<file path="src/rtl/utf8_pkg.sv">
// utf8_pkg: shared types and constants for the UTF-8 byte serializer and
// any future UTF-8 decoder.
//   state_t  - serializer FSM states (IDLE, SEND)
//   len_t    - character length, encoded as length-1 (0..3)
//   LEADn_*  - lead-byte mask/match pairs for the 1/2/3/4-byte forms
//   UTF8_REPLACEMENT_BYTES - U+FFFD packed byte 0 first (EF BF BD)
package utf8_pkg;

    typedef enum logic {
        IDLE = 1'b0,
        SEND = 1'b1
    } state_t;

    typedef logic [1:0] len_t;

    // A lead byte has the form n when (byte & MASK) == MATCH.
    localparam logic [7:0] LEAD1_MASK  = 8'h80;
    localparam logic [7:0] LEAD1_MATCH = 8'h00;
    localparam logic [7:0] LEAD2_MASK  = 8'hE0;
    localparam logic [7:0] LEAD2_MATCH = 8'hC0;
    localparam logic [7:0] LEAD3_MASK  = 8'hF0;
    localparam logic [7:0] LEAD3_MATCH = 8'hE0;
    localparam logic [7:0] LEAD4_MASK  = 8'hF8;
    localparam logic [7:0] LEAD4_MATCH = 8'hF0;

    localparam logic [31:0] UTF8_REPLACEMENT_BYTES = 32'h00BDBFEF;
    localparam len_t        UTF8_REPLACEMENT_LEN   = 2'd2;

endpackage

</file>
<file path="src/rtl/utf8_length_decode.sv">
// utf8_length_decode: purely combinational lead-byte classifier.
// Ports:
//   lead_byte  in  8  byte 0 of an encoded character
//   len_minus1 out 2  character length minus one (0 when malformed)
//   malformed  out 1  lead byte matches none of the 1..4 byte forms
module utf8_length_decode
    import utf8_pkg::*;
(
    input  logic [7:0] lead_byte,
    output len_t       len_minus1,
    output logic       malformed
);

    always_comb begin
        len_minus1 = 2'd0;
        malformed  = 1'b0;
        if ((lead_byte & LEAD1_MASK) == LEAD1_MATCH) begin
            len_minus1 = 2'd0;
        end else if ((lead_byte & LEAD2_MASK) == LEAD2_MATCH) begin
            len_minus1 = 2'd1;
        end else if ((lead_byte & LEAD3_MASK) == LEAD3_MATCH) begin
            len_minus1 = 2'd2;
        end else if ((lead_byte & LEAD4_MASK) == LEAD4_MATCH) begin
            len_minus1 = 2'd3;
        end else begin
            // Continuation bytes (10xxxxxx) and F8..FF cannot start a character.
            malformed = 1'b1;
        end
    end

endmodule

</file>
<file path="src/rtl/utf8_byte_serializer.sv">
// utf8_byte_serializer: takes one packed UTF-8 word per transaction and
// emits its bytes one per cycle, flagging the last byte of each character.
// Invalid words (encoder status set or malformed lead byte) pulse err_pulse
// for one cycle and bump a saturating counter.
//
// Optional feature macro UTF8_BYTE_SERIALIZER_REPLACEMENT_EN:
//   defined   - an invalid word is replaced by U+FFFD (EF BF BD)
//   undefined - an invalid word is dropped from the stream
//
// Ports:
//   clk, reset      clock, asynchronous active-high reset
//   in_valid/ready  word handshake; in_bytes packed byte 0 at [7:0]
//   in_status       1 = encoder reported an invalid codepoint
//   out_valid/ready byte handshake; out_byte, out_last (final byte of char)
//   err_pulse       one cycle after an invalid word is accepted
//   err_count       saturating count of invalid words
//
// Handshakes: a transfer happens on a rising edge where valid && ready.
// A source holds valid and its payload stable until the transfer; ready may
// depend on state and, for in_ready only, on out_ready in the last-byte cycle.
module utf8_byte_serializer
    import utf8_pkg::*;
#(
    parameter int ERR_CNT_W = 8
) (
    input  logic                 clk,
    input  logic                 reset,
    input  logic                 in_valid,
    output logic                 in_ready,
    input  logic [31:0]          in_bytes,
    input  logic                 in_status,
    output logic                 out_valid,
    input  logic                 out_ready,
    output logic [7:0]           out_byte,
    output logic                 out_last,
    output logic                 err_pulse,
    output logic [ERR_CNT_W-1:0] err_count
);

    state_t      state, state_next;
    logic [31:0] hold, hold_next;
    len_t        len_m1, len_next;
    len_t        idx, idx_next;

    len_t        dec_len_m1;
    logic        dec_malformed;
    logic        word_err;
    logic        accept;
    logic        err_event;

    utf8_length_decode u_len_decode (
        .lead_byte  (in_bytes[7:0]),
        .len_minus1 (dec_len_m1),
        .malformed  (dec_malformed)
    );

    assign word_err  = in_status | dec_malformed;

    // Outputs are driven from registered state only, so in_valid never
    // reaches out_*.
    assign out_valid = (state == SEND);
    assign out_last  = (state == SEND) && (idx == len_m1);
    assign out_byte  = (state == SEND) ? hold[{idx, 3'b000} +: 8] : 8'h00;

    // Accept a new word when idle, or in the last-byte handshake cycle so
    // characters stream back to back without a bubble.
    assign in_ready  = (state == IDLE) || (out_last && out_ready);
    assign accept    = in_valid && in_ready;

    always_comb begin
        state_next = state;
        hold_next  = hold;
        len_next   = len_m1;
        idx_next   = idx;
        err_event  = 1'b0;

        if (state == SEND && out_ready) begin
            if (out_last) begin
                state_next = IDLE;
            end else begin
                idx_next = len_t'(idx + 2'd1);
            end
        end

        if (accept) begin
            idx_next = 2'd0;
            if (word_err) begin
                err_event = 1'b1;
`ifdef UTF8_BYTE_SERIALIZER_REPLACEMENT_EN
                state_next = SEND;
                hold_next  = UTF8_REPLACEMENT_BYTES;
                len_next   = UTF8_REPLACEMENT_LEN;
`else
                state_next = IDLE;
`endif
            end else begin
                state_next = SEND;
                hold_next  = in_bytes;
                len_next   = dec_len_m1;
            end
        end
    end

    always_ff @(posedge clk or posedge reset) begin
        if (reset) begin
            state  <= IDLE;
            hold   <= 32'h0;
            len_m1 <= 2'd0;
            idx    <= 2'd0;
        end else begin
            state  <= state_next;
            hold   <= hold_next;
            len_m1 <= len_next;
            idx    <= idx_next;
        end
    end

    always_ff @(posedge clk or posedge reset) begin
        if (reset) begin
            err_pulse <= 1'b0;
            err_count <= '0;
        end else begin
            err_pulse <= err_event;
            if (err_event && (err_count != {ERR_CNT_W{1'b1}})) begin
                err_count <= err_count + {{(ERR_CNT_W-1){1'b0}}, 1'b1};
            end
        end
    end

endmodule
</file>
<file path="config.mk">
export PLATFORM = sky130hd
export DESIGN_NAME = utf8_byte_serializer
export DESIGN_NICKNAME = d
export VERILOG_FILES = /design/src/rtl/utf8_pkg.sv /design/src/rtl/utf8_length_decode.sv /design/src/rtl/utf8_byte_serializer.sv
export SDC_FILE = /design/constraint.sdc
export NUM_CORES = 1
export LEC_CHECK = 0
export BUFFER_PORTS_ARGS = -buffer_cell sky130_fd_sc_hd__buf_2
export CORE_MARGIN = 8
export CORE_UTILIZATION = 53
export DETAILED_ROUTE_END_ITERATION = 7
export GPL_ROUTABILITY_DRIVEN = 0
export PLACE_DENSITY = 0.89
export SYNTH_ARGS = -nofsm -noshare
export SYNTH_HDL_FRONTEND = slang
export SYNTH_SLANG_ARGS = --single-unit
</file>
<file path="constraint.sdc">
create_clock -name clk -period 2.2 [get_ports clk]
set_clock_uncertainty 0.15 [all_clocks]
set_input_delay 0.11 -clock clk [delete_from_list [all_inputs] [get_ports clk]]
set_output_delay 0.11 -clock clk [all_outputs]
set_load 0.02 [all_outputs]
</file>
==> results of run 1 <==
==> area by class of cell <==
class	instances	area, µm²	share of cell area
well taps	52	65.1	0.0207
multi-input cells	102	1130	0.360
clock buffers	6	72.6	0.0231
repair buffers	98	696	0.221
clock inverters	2	13.8	0.00437
flip-flops and latches	46	1150	0.366
inverters	4	15.0	0.00477
==> cell usage after synthesis, drive strengths merged, types with 2 or more instances <==
library cell	count
a21oi	4
and2	9
and3	4
buf	7
dfrtp	46
inv	4
mux2	36
mux4	8
nand2	2
nand2b	3
nand3	5
nor3	4
nor4	2
nor4b	3
xnor2	2
xor2	8
==> flip-flops by register name, summed over array words and instances, names as in the netlist <==
| signal | cells |
|---|---|
| err_count | 8 |
| err_pulse | 1 |
| hold | 32 |
| idx | 2 |
| len_m1 | 2 |
| out_valid | 1 |
==> worst register-to-register path, cell delays in order (launching register included) <==
cell,delay [ns]
dfrtp_1,0.43
xnor2_1,0.34
a32oi_2,0.27
nor3_1,0.36
mux2_2,0.38
==> worst paths after layout <==
check / endpoint / slack, ns / cells after the start / startpoint
max: hold[21] / 0.12 / 7 / in_bytes[3]
max reg2reg: err_count[1] / 0.16 / 4 / idx[1]
max in group asynchronous: err_pulse / 1.16 / 4 / reset
min in group asynchronous: hold[23] / 0.34 / 4 / reset
min: idx[1] / 0.05 / 3 / out_ready
min reg2reg: err_count[2] / 0.36 / 1 / err_count[2]
==> metrics by stage <==
stage	cell area, µm²	setup slack [ns]	util
after floorplan	2360	0.152	-
after global placement	2710	0.283	0.627
after CTS	3150	0.133	0.728
after global routing	3150	0.0435	0.728
final	3150	0.123	0.728
after detailed placement	2710	0.188	0.627
==> cell families (layout without fill, tap and decap cells) <==
logic type | Yosys count | after routing | synth area share
multiplexers | 45 | 45 | 0.299
XOR/XNOR | 10 | 10 | 0.0372
buffers and inverters | 12 | 110 | 0.0303
flip-flops | 46 | 46 | 0.489
AND/OR/NAND/NOR | 36 | 36 | 0.102
AO/OA/AOI/OAI | 10 | 10 | 0.0377
adder cells (fa/ha/maj) | 1 | 1 | 0.00531
==> metal layers <==
layer / vias to the layer above / GRT usage
met5: - / 0
met4: 0 / 0.0414
met3: 7 / 0.0639
met2: 53 / 0.319
met1: 836 / 0.205
li1: 775 / -
==> power by group <==
part / internal [W] / switching (W)
logic: 0.000961 / 0.000757
clock network: 0.000224 / 0.000280
registers: 0.00123 / 0.000297
==> qor.txt, run 1 <==
Top Ports: 57
Ys Warns: 0
Post-synth EDFFs: 0
CP arrival: 2.11 ns
drt initial violations: 93
Routed met2 length: 3000 µm
commonest non-fill, non-tap cell in the layout: buf_2
# port buffers: 56
Initial Util: 0.545
RSZ-0062 raised after global routing: false
top cell type's share of synthesized area: 0.489
Max Used Layer: met4
# hold bufs at CTS: 35
worst skew pair latency: 0.29 ns
ranking of synthesized cells by area: dfrtp_1 49%, mux2_4 18%, mux4_2 7.6%
Max-cap violations: 0
Worst path slowest cell: dlygate4sd3_1
CTS H-tree depth: 2
Rel. slew slack: 0.626
CORE AREA: 4320 µm²
fin nets: 295
first-pass GRT wire length: 9190 µm
crit path launch type: primary input
Design Power: 0.00375 W
clock root buffer: clkbuf_8
CTS tree: yes
global router's overall resource usage: 0.181
CP cell instances: dlygate4sd3_1 > buf_2 > and4_1 > nor3_4 > nand3_4 > buf_12 > mux2_4
Cell Pwr Density: 1190 nW/µm²
metal3 WL: 416 µm
Crit path required time: 2.23 ns
Reg clk slew, reported paths: 0.08 ns
CP Capture Type: flip-flop
gr ovfl total: 0
Syn Nets: 198
WL/cell: 18.7 µm
Peak supply drop: 776 µV
Mapped Cells: 160
clock buffer count from CTS: 5
Worst Path Max Fanout: 35
M1 WL: 2320 µm
final-report hold violation count: 0
filler instances: 289
vias in the first global route: 1,766
CTS sink count: 46
antenna violations before repair: 0
HP Class: in -> reg
FFs w/ async S/R, synth: 1.00
vias post-DR: 1,671
sequential fraction of the synthesis area: 0.489
fmax: 481 MHz
layout cells sized above 1: 0.465
crit-path leading delay family: buffers and inverters
largest net degree at the start of global routing: 47
unique cell type count in the Yosys netlist: 34
DRT antenna net count: 0
min Tclk post-route: 2.08 ns
Syn Area/Cell: 14.7 µm²
fin crit share: 0.944
Inst Count DP: 267
Synth Register Bits: 46
DP HPWL: 3740 µm
Die ar.: 6840 µm²
ys flop type: dfrtp_1
Post-Syn Area: 2360 µm²
Setup TNS Final: 0 ns
clk buf depth: 2
Post-route DRC: 0
final cell count without fillers: 310
Slew Limit Fails: 0
status: completed
Die Y: 82.7 µm
# rows: 24
leading cell types in the layout, fill and taps excluded: 56 x buf_2, 46 x dfrtp_1, 35 x dlygate4sd3_1
final WL: 5780 µm
Area growth, synth to finish: 33.6%
CP max stage delay: 0.54 ns
Setup CP Type: in -> reg
Post CTS Setup Buffer Count: 0
leak pwr: 1.56 nW
Resized Gates After CTS: 0
Initial DRT Pass Iterations: 4
Buf/Inv on CP: 3
Final setup viols: 0
n_diodes: 0
Via density: 5.39
Die W: 82.7 µm
leading area contributor after synthesis: dfrtp_1
Least-Margin Pin Slew: 0.561 ns
hold slack: 0.0472 ns
Note: power is estimated with default switching activity, not from simulation.
==> run 2, diff against run 1 <==
--- a/config.mk
+++ b/config.mk
@@ -7,10 +7,10 @@
 export LEC_CHECK = 0
 export BUFFER_PORTS_ARGS = -buffer_cell sky130_fd_sc_hd__buf_2
 export CORE_MARGIN = 8
-export CORE_UTILIZATION = 53
+export CORE_UTILIZATION = 29
 export DETAILED_ROUTE_END_ITERATION = 7
 export GPL_ROUTABILITY_DRIVEN = 0
-export PLACE_DENSITY = 0.89
+export PLACE_DENSITY = 0.59
 export SYNTH_ARGS = -nofsm -noshare
 export SYNTH_HDL_FRONTEND = slang
 export SYNTH_SLANG_ARGS = --single-unit
==> qor.txt, run 2 (synthesis results as in run 1) <==
biggest regs: hold (32), err_count (8)
Least-Margin Pin Slew: 0.509 ns (-0.0525 ns)
CTS sink count: 46 (unchanged)
CP max stage delay: 0.50 ns (-0.04 ns)
final-report hold violation count: 0 (unchanged)
# rows: 33 (+38%)
gr ovfl total: 0 (unchanged)
CP arrival: 1.78 ns (-0.33 ns)
Cell Pwr Density: 1210 nW/µm² (+1.6%)
clk buf depth: 2 (unchanged)
min Tclk post-route: 2.04 ns (-0.0412 ns)
fin crit share: 0.925 (-0.0187)
status: completed
leak pwr: 1.60 nW (+3.0%)
first-pass GRT wire length: 9340 µm (+1.7%)
Reg clk slew, reported paths: 0.08 ns (about the same)
vias post-DR: 1,645 (-1.6%)
Die ar.: 11,300 µm² (+65%)
layout cells sized above 1: 0.479 (+0.0138)
leading cell types in the layout, fill and taps excluded: 56 x buf_2, 46 x dfrtp_1, 34 x dlygate4sd3_1
hold slack: 0.0486 ns (+0.00133 ns)
Top Usage Layer GRT: met2
fmax: 491 MHz (+2.0%)
Top reg by flops: hold
final WL: 5570 µm (-3.7%)
Post-route DRC: 0 (unchanged)
DP HPWL: 4100 µm (+9.8%)
crit path launch type: flip-flop
largest net degree at the start of global routing: 26 (-45%)
WL/cell: 15.2 µm (-18%)
GRT met1 Usage: 0.132 (-0.0729)
DP Area: 2820 µm² (+4.0%)
Die W: 106 µm (+28%)
antenna violations before repair: 0 (unchanged)
commonest non-fill, non-tap cell in the layout: buf_2
Max-cap violations: 0 (unchanged)
Final Cell Area: 3300 µm² (+4.9%)
Slew Limit Fails: 0 (unchanged)
CP Capture Type: output pin
crit-path leading delay family: multiplexers
worst skew pair latency: 0.30 ns (about the same)
vias in the first global route: 1,838 (+4.1%)
Die Y: 106 µm (+28%)
CORE AREA: 8050 µm² (+86%)
Peak supply drop: 461 µV (-41%)
HP Class: in -> reg
RSZ-0062 raised after global routing: false
Setup TNS Final: 0 ns (unchanged)
clock root buffer: clkbuf_8
Buf/Inv on CP: 2 (-1)
met2 Track Usage GR: 0.166 (-0.153)
n_diodes: 0 (unchanged)
Top Ports: 57 (unchanged)
drt initial violations: 43 (-54%)
Design Power: 0.00399 W (+6.6%)
Area growth, synth to finish: 40.1%
CTS tree: yes
max FFs per register: 32 (unchanged)
M3 GR Usage: 0.0278 (-0.0360)
Initial Util: 0.293 (-0.252)
CP cell instances: buf_4 > mux4_2 > and2_1 > buf_2
Setup CP Type: reg -> out
Worst path slowest cell: mux4_2
clock buffer count from CTS: 5 (unchanged)
Resized Gates After CTS: 0 (unchanged)
# port buffers: 56 (unchanged)
Rel. slew slack: 0.660 (+0.0345)
CTS H-tree depth: 2 (unchanged)
fin nets: 298 (+1.0%)
Via density: 4.49 (-17%)
Initial DRT Pass Iterations: 4 (unchanged)
Worst Path Max Fanout: 7 (-80%)
DRT antenna net count: 0 (unchanged)
Final setup viols: 0 (unchanged)
global router's overall resource usage: 0.104 (-0.0766)
Crit path required time: 1.94 ns (-0.29 ns)
==> run 2: cell types whose count changed in the layout (fill, tap and decap cells not counted), sizes merged <==
cell,change
buf,+4
bufinv,+2
dlygate4sd3,-1
clkinv,-2
==> run 2: repair_timing <==
item,CTS,global route
buffers inserted,0,0
hold buffers,34,0
endpoints found under the hold margin,56,0
==> run 2: layer usage <==
| metal | vias up | routed length (µm) |
|---|---|---|
| met1 | 822 | 2540 |
| li1 | 777 | - |
| met3 | 5 | 209 |
| met2 | 41 | 2740 |
| met4 | 0 | 82 |
| met5 | - | 0 |
==> run 2: where the power goes <==
part / internal, W / total (W) / switching (W)
clock: 0.000485 / 0.000778 / 0.000293
sequential: 0.00123 / 0.00150 / 0.000274
combinational: 0.000977 / 0.00172 / 0.000740
==> run 2: path summary, 6_finish.rpt <==
| kind | startpoint | to | slack [ns] | cells after the start |
|---|---|---|---|---|
| worst min-delay path | out_ready | idx[1] | 0.05 | 3 |
| max in group asynchronous | reset | hold[4] | 1.07 | 4 |
| min in group asynchronous | reset | len_m1[0] | 0.24 | 3 |
| worst max register to register | err_count[0] | err_count[1] | 0.24 | 5 |
| worst max-delay path | idx[0] | out_byte[7] | 0.16 | 4 |
| worst min register to register | hold[11] | hold[11] | 0.36 | 1 |
==> run 2: stage by stage <==
step | utilization | worst slack (ns) | instances
6_report | 0.410 | 0.164 | 366
5_1_grt | 0.410 | 0.102 | 366
4_1_cts | 0.410 | 0.136 | 366
3_5_place_dp | 0.350 | 0.249 | 324
3_3_place_gp | 0.350 | 0.278 | 324
2_1_floorplan | - | 0.152 | 160
==> run 2: area by class of cell <==
| class | count | area, µm² |
|---|---|---|
| clock buffer | 6 | 82.6 |
| clock inverter | 2 | 60.1 |
| fill | 750 | 4750 |
| inverter | 4 | 15.0 |
| multi-input combinational | 102 | 1130 |
| sequential | 46 | 1150 |
| tap | 105 | 131 |
| timing repair buffer | 101 | 728 |
==> run 2: worst min-delay path, delay by kind of cell <==
family,cells,cell delay [ns]
buffers and inverters,1,0.11
AO/OA/AOI/OAI,2,0.25
==> run 3, diff against run 2 <==
--- a/config.mk
+++ b/config.mk
@@ -6,11 +6,14 @@
 export NUM_CORES = 1
 export LEC_CHECK = 0
 export BUFFER_PORTS_ARGS = -buffer_cell sky130_fd_sc_hd__buf_2
+export CELL_PAD_IN_SITES_DETAIL_PLACEMENT = 2
+export CELL_PAD_IN_SITES_GLOBAL_PLACEMENT = 2
 export CORE_MARGIN = 8
 export CORE_UTILIZATION = 29
 export DETAILED_ROUTE_END_ITERATION = 7
 export GPL_ROUTABILITY_DRIVEN = 0
-export PLACE_DENSITY = 0.59
+export PLACE_DENSITY = 0.76
 export SYNTH_ARGS = -nofsm -noshare
 export SYNTH_HDL_FRONTEND = slang
+export SYNTH_HIERARCHICAL = 1
 export SYNTH_SLANG_ARGS = --single-unit
==> qor.txt, run 3 <==
status: completed
Ys Warns: 6 (+6)
switching fraction of total power: 0.361 (+0.0342)
Peak supply drop: 376 µV (-18%)
CORE AREA: 7770 µm² (-3.5%)
clock network fraction of total power: 0.140 (-0.055)
antenna violations before repair: 0 (unchanged)
CP max stage delay: 0.55 ns (+0.05 ns)
final-report hold violation count: 0 (unchanged)
Worst path slowest cell: or4b_4
commonest non-fill, non-tap cell in the layout: buf_2
Crit path required time: 2.25 ns (+0.31 ns)
drt initial violations: 33 (-23%)
worst skew pair latency: 0.31 ns (about the same)
Cell Pwr Density: 1190 nW/µm² (-1.9%)
Die ar.: 11,200 µm² (-0.95%)
Sequential Power Share: 0.388 (+0.013)
n_diodes: 0 (unchanged)
DP Area: 2760 µm² (-2.0%)
# rows: 32 (-3.0%)
Initial DRT Pass Iterations: 4 (unchanged)
combinational share of power: 0.472 (+0.042)
Area growth, synth to finish: 38.8%
gr ovfl total: 0 (unchanged)
Critical Path Source: len_m1[0]
top cell type's share of synthesized area: 0.494 (+0.00551)
DP HPWL: 4590 µm (+12%)
min Tclk post-route: 2.16 ns (+0.127 ns)
Via density: 4.67 (+4.0%)
CP Capture Type: flip-flop
hold slack: 0.0450 ns (-0.00355 ns)
vias post-DR: 1,697 (+3.2%)
Reg clk slew, reported paths: 0.10 ns (+0.02 ns)
leading cell types in the layout, fill and taps excluded: 56 x buf_2, 46 x dfrtp_1, 34 x dlygate4sd3_1
Rel. slew slack: 0.562 (-0.0983)
leading area contributor after synthesis: dfrtp_1
count leader, synth: dfrtp_1
Syn Area/Cell: 14.7 µm² (+0.14%)
Top Ports: 57 (unchanged)
first-pass GRT wire length: 11,400 µm (+22%)
Post-Syn Area: 2330 µm² (-1.1%)
largest net degree at the start of global routing: 25 (-3.8%)
CTS sink count: 46 (unchanged)
CTS H-tree depth: 2 (unchanged)
Psw: 0.00139 W (+6.1%)
Worst Path Max Fanout: 18 (+11)
Slew Limit Fails: 0 (unchanged)
sequential fraction of the synthesis area: 0.494 (+0.00551)
Max-cap violations: 0 (unchanged)
layout cells sized above 1: 0.487 (+0.00766)
ranking of synthesized cells by area: dfrtp_1 49%, mux2_4 19%, mux4_2 7.7%
worst r2r src: len_m1[0]
leak pwr: 1.56 nW (-2.6%)
CP cell instances: xnor2_2 > a31oi_4 > or4b_4 > buf_12 > mux2_4
fmax: 462 MHz (-5.9%)
Hold Path Origin: out_ready
Mapped Cells: 158 (-1.3%)
commonest cells in the synthesized netlist: 46 x dfrtp_1, 29 x mux2_4, 8 x and2_1, 8 x mux2_2, 8 x mux4_2
DRT antenna net count: 0 (unchanged)
global router's overall resource usage: 0.129 (+0.0250)
WL/cell: 19.2 µm (+26%)
biggest regs: hold (32), err_count (8)
Post-route DRC: 0 (unchanged)
Setup CP Type: reg -> reg
clock buffer count from CTS: 5 (unchanged)
FFs w/ async S/R, synth: 1.00 (unchanged)
fin nets: 298 (unchanged)
RSZ-0062 raised after global routing: true
Final Cell Area: 3230 µm² (-2.0%)
vias in the first global route: 2,029 (+10%)
unique cell type count in the Yosys netlist: 35 (+2.9%)
# port buffers: 56 (unchanged)
Top reg by flops: hold
clock root buffer: clkbuf_8
Die W: 106 µm (-0.48%)
CP arrival: 2.21 ns (+0.43 ns)
max FFs per register: 32 (unchanged)
CTS tree: yes
Die Y: 106 µm (-0.48%)
Least-Margin Pin Slew: 0.653 ns (+0.144 ns)
crit path launch type: flip-flop
final WL: 6960 µm (+25%)
Int Power: 0.00245 W (-8.8%)
ys flop type: dfrtp_1
Syn Nets: 196 (-1.0%)
Final setup viols: 0 (unchanged)
clk buf depth: 2 (unchanged)
Post-synth EDFFs: 0 (unchanged)
Initial Util: 0.300 (+0.00732)
Synth Register Bits: 46 (unchanged)
HP Class: in -> reg
fin crit share: 0.983 (+0.0576)
==> run 3: cells by family after synthesis <==
family / count (synthesis) / synth area share
buffers and inverters: 12 / 0.0322
AOI/OAI and AO/OA: 12 / 0.0403
muxes: 46 / 0.307
adders and majority gates: 1 / 0.00537
xor gates and xnor gates: 7 / 0.0328
and+or+nand+nor: 34 / 0.0881
DFF: 46 / 0.494
==> run 3: per-stage QoR <==
stage | setup slack, ns | TNS, ns | util | instances | total power [W]
2_1_floorplan | 0.0367 | 0 | - | 158 | 0.00266
3_3_place_gp | -0.0178 | -0.428 | 0.356 | 318 | 0.00313
3_5_place_dp | -0.0960 | -2.89 | 0.356 | 318 | 0.00323
4_1_cts | 0.0582 | 0 | 0.415 | 362 | 0.00385
5_1_grt | -0.0207 | -0.0824 | 0.416 | 363 | 0.00409
6_report | 0.0374 | 0 | 0.416 | 363 | 0.00384
==> run 3: timing repair <==
item	CTS	global route
hold buffers	34	0
endpoints found under the hold margin	55	0
setup endpoints to repair	34	2
gates cloned	1	0
gates resized for setup	2	0
pin swaps	1	1
setup buffers	1	1
==> run 3: routing by layer <==
layer  routed length (µm)  part of all wire  track usage  up-vias
met1                 2890              0.41        0.147      884
met4                   56            0.0080       0.0362        0
met3                  197             0.028       0.0262        4
met5                    0                 0            0        -
li1                     -                 -            -      777
met2                 3830              0.55        0.239       32
==> run 3: power by group through the flow <==
stage / registers [W] / clock network [W] / logic (W)
global placement: 0.00147 / 0 / 0.00166
CTS: 0.00148 / 0.000544 / 0.00182
detailed placement: 0.00150 / 0 / 0.00173
floorplan: 0.00149 / 0 / 0.00117
global route: 0.00154 / 0.000590 / 0.00195
finish: 0.00149 / 0.000537 / 0.00181
==> run 3: critical path: cells and delay by family, from the launching register on <==
family                    cells  cell delay, ns
and+or+nand+nor               1            0.55
DFF                           1            0.43
muxes                         1            0.33
xor gates and xnor gates      1            0.27
buffers and inverters         1            0.19
AOI/OAI and AO/OA             1            0.12
==> run 3: final cells by class <==
type | instances | area [µm²]
Clock buffer | 6 | 72.6
Clock inverter | 2 | 13.8
Fill cell | 814 | 4530
Inverter | 5 | 18.8
Multi-Input combinational cell | 100 | 1110
Sequential cell | 46 | 1150
Tap cell | 102 | 128
Timing Repair Buffer | 102 | 743
==> run 3: final timing paths <==
path | end | slack [ns] | cells after the start
max in group asynchronous | hold[6] | 1.06 | 4
hold reg to reg | err_count[5] | 0.36 | 1
hold / removal | idx[1] | 0.05 | 3
setup reg to reg | hold[2] | 0.04 | 5
setup / recovery | hold[2] | 0.04 | 5
min in group asynchronous | hold[11] | 0.24 | 3
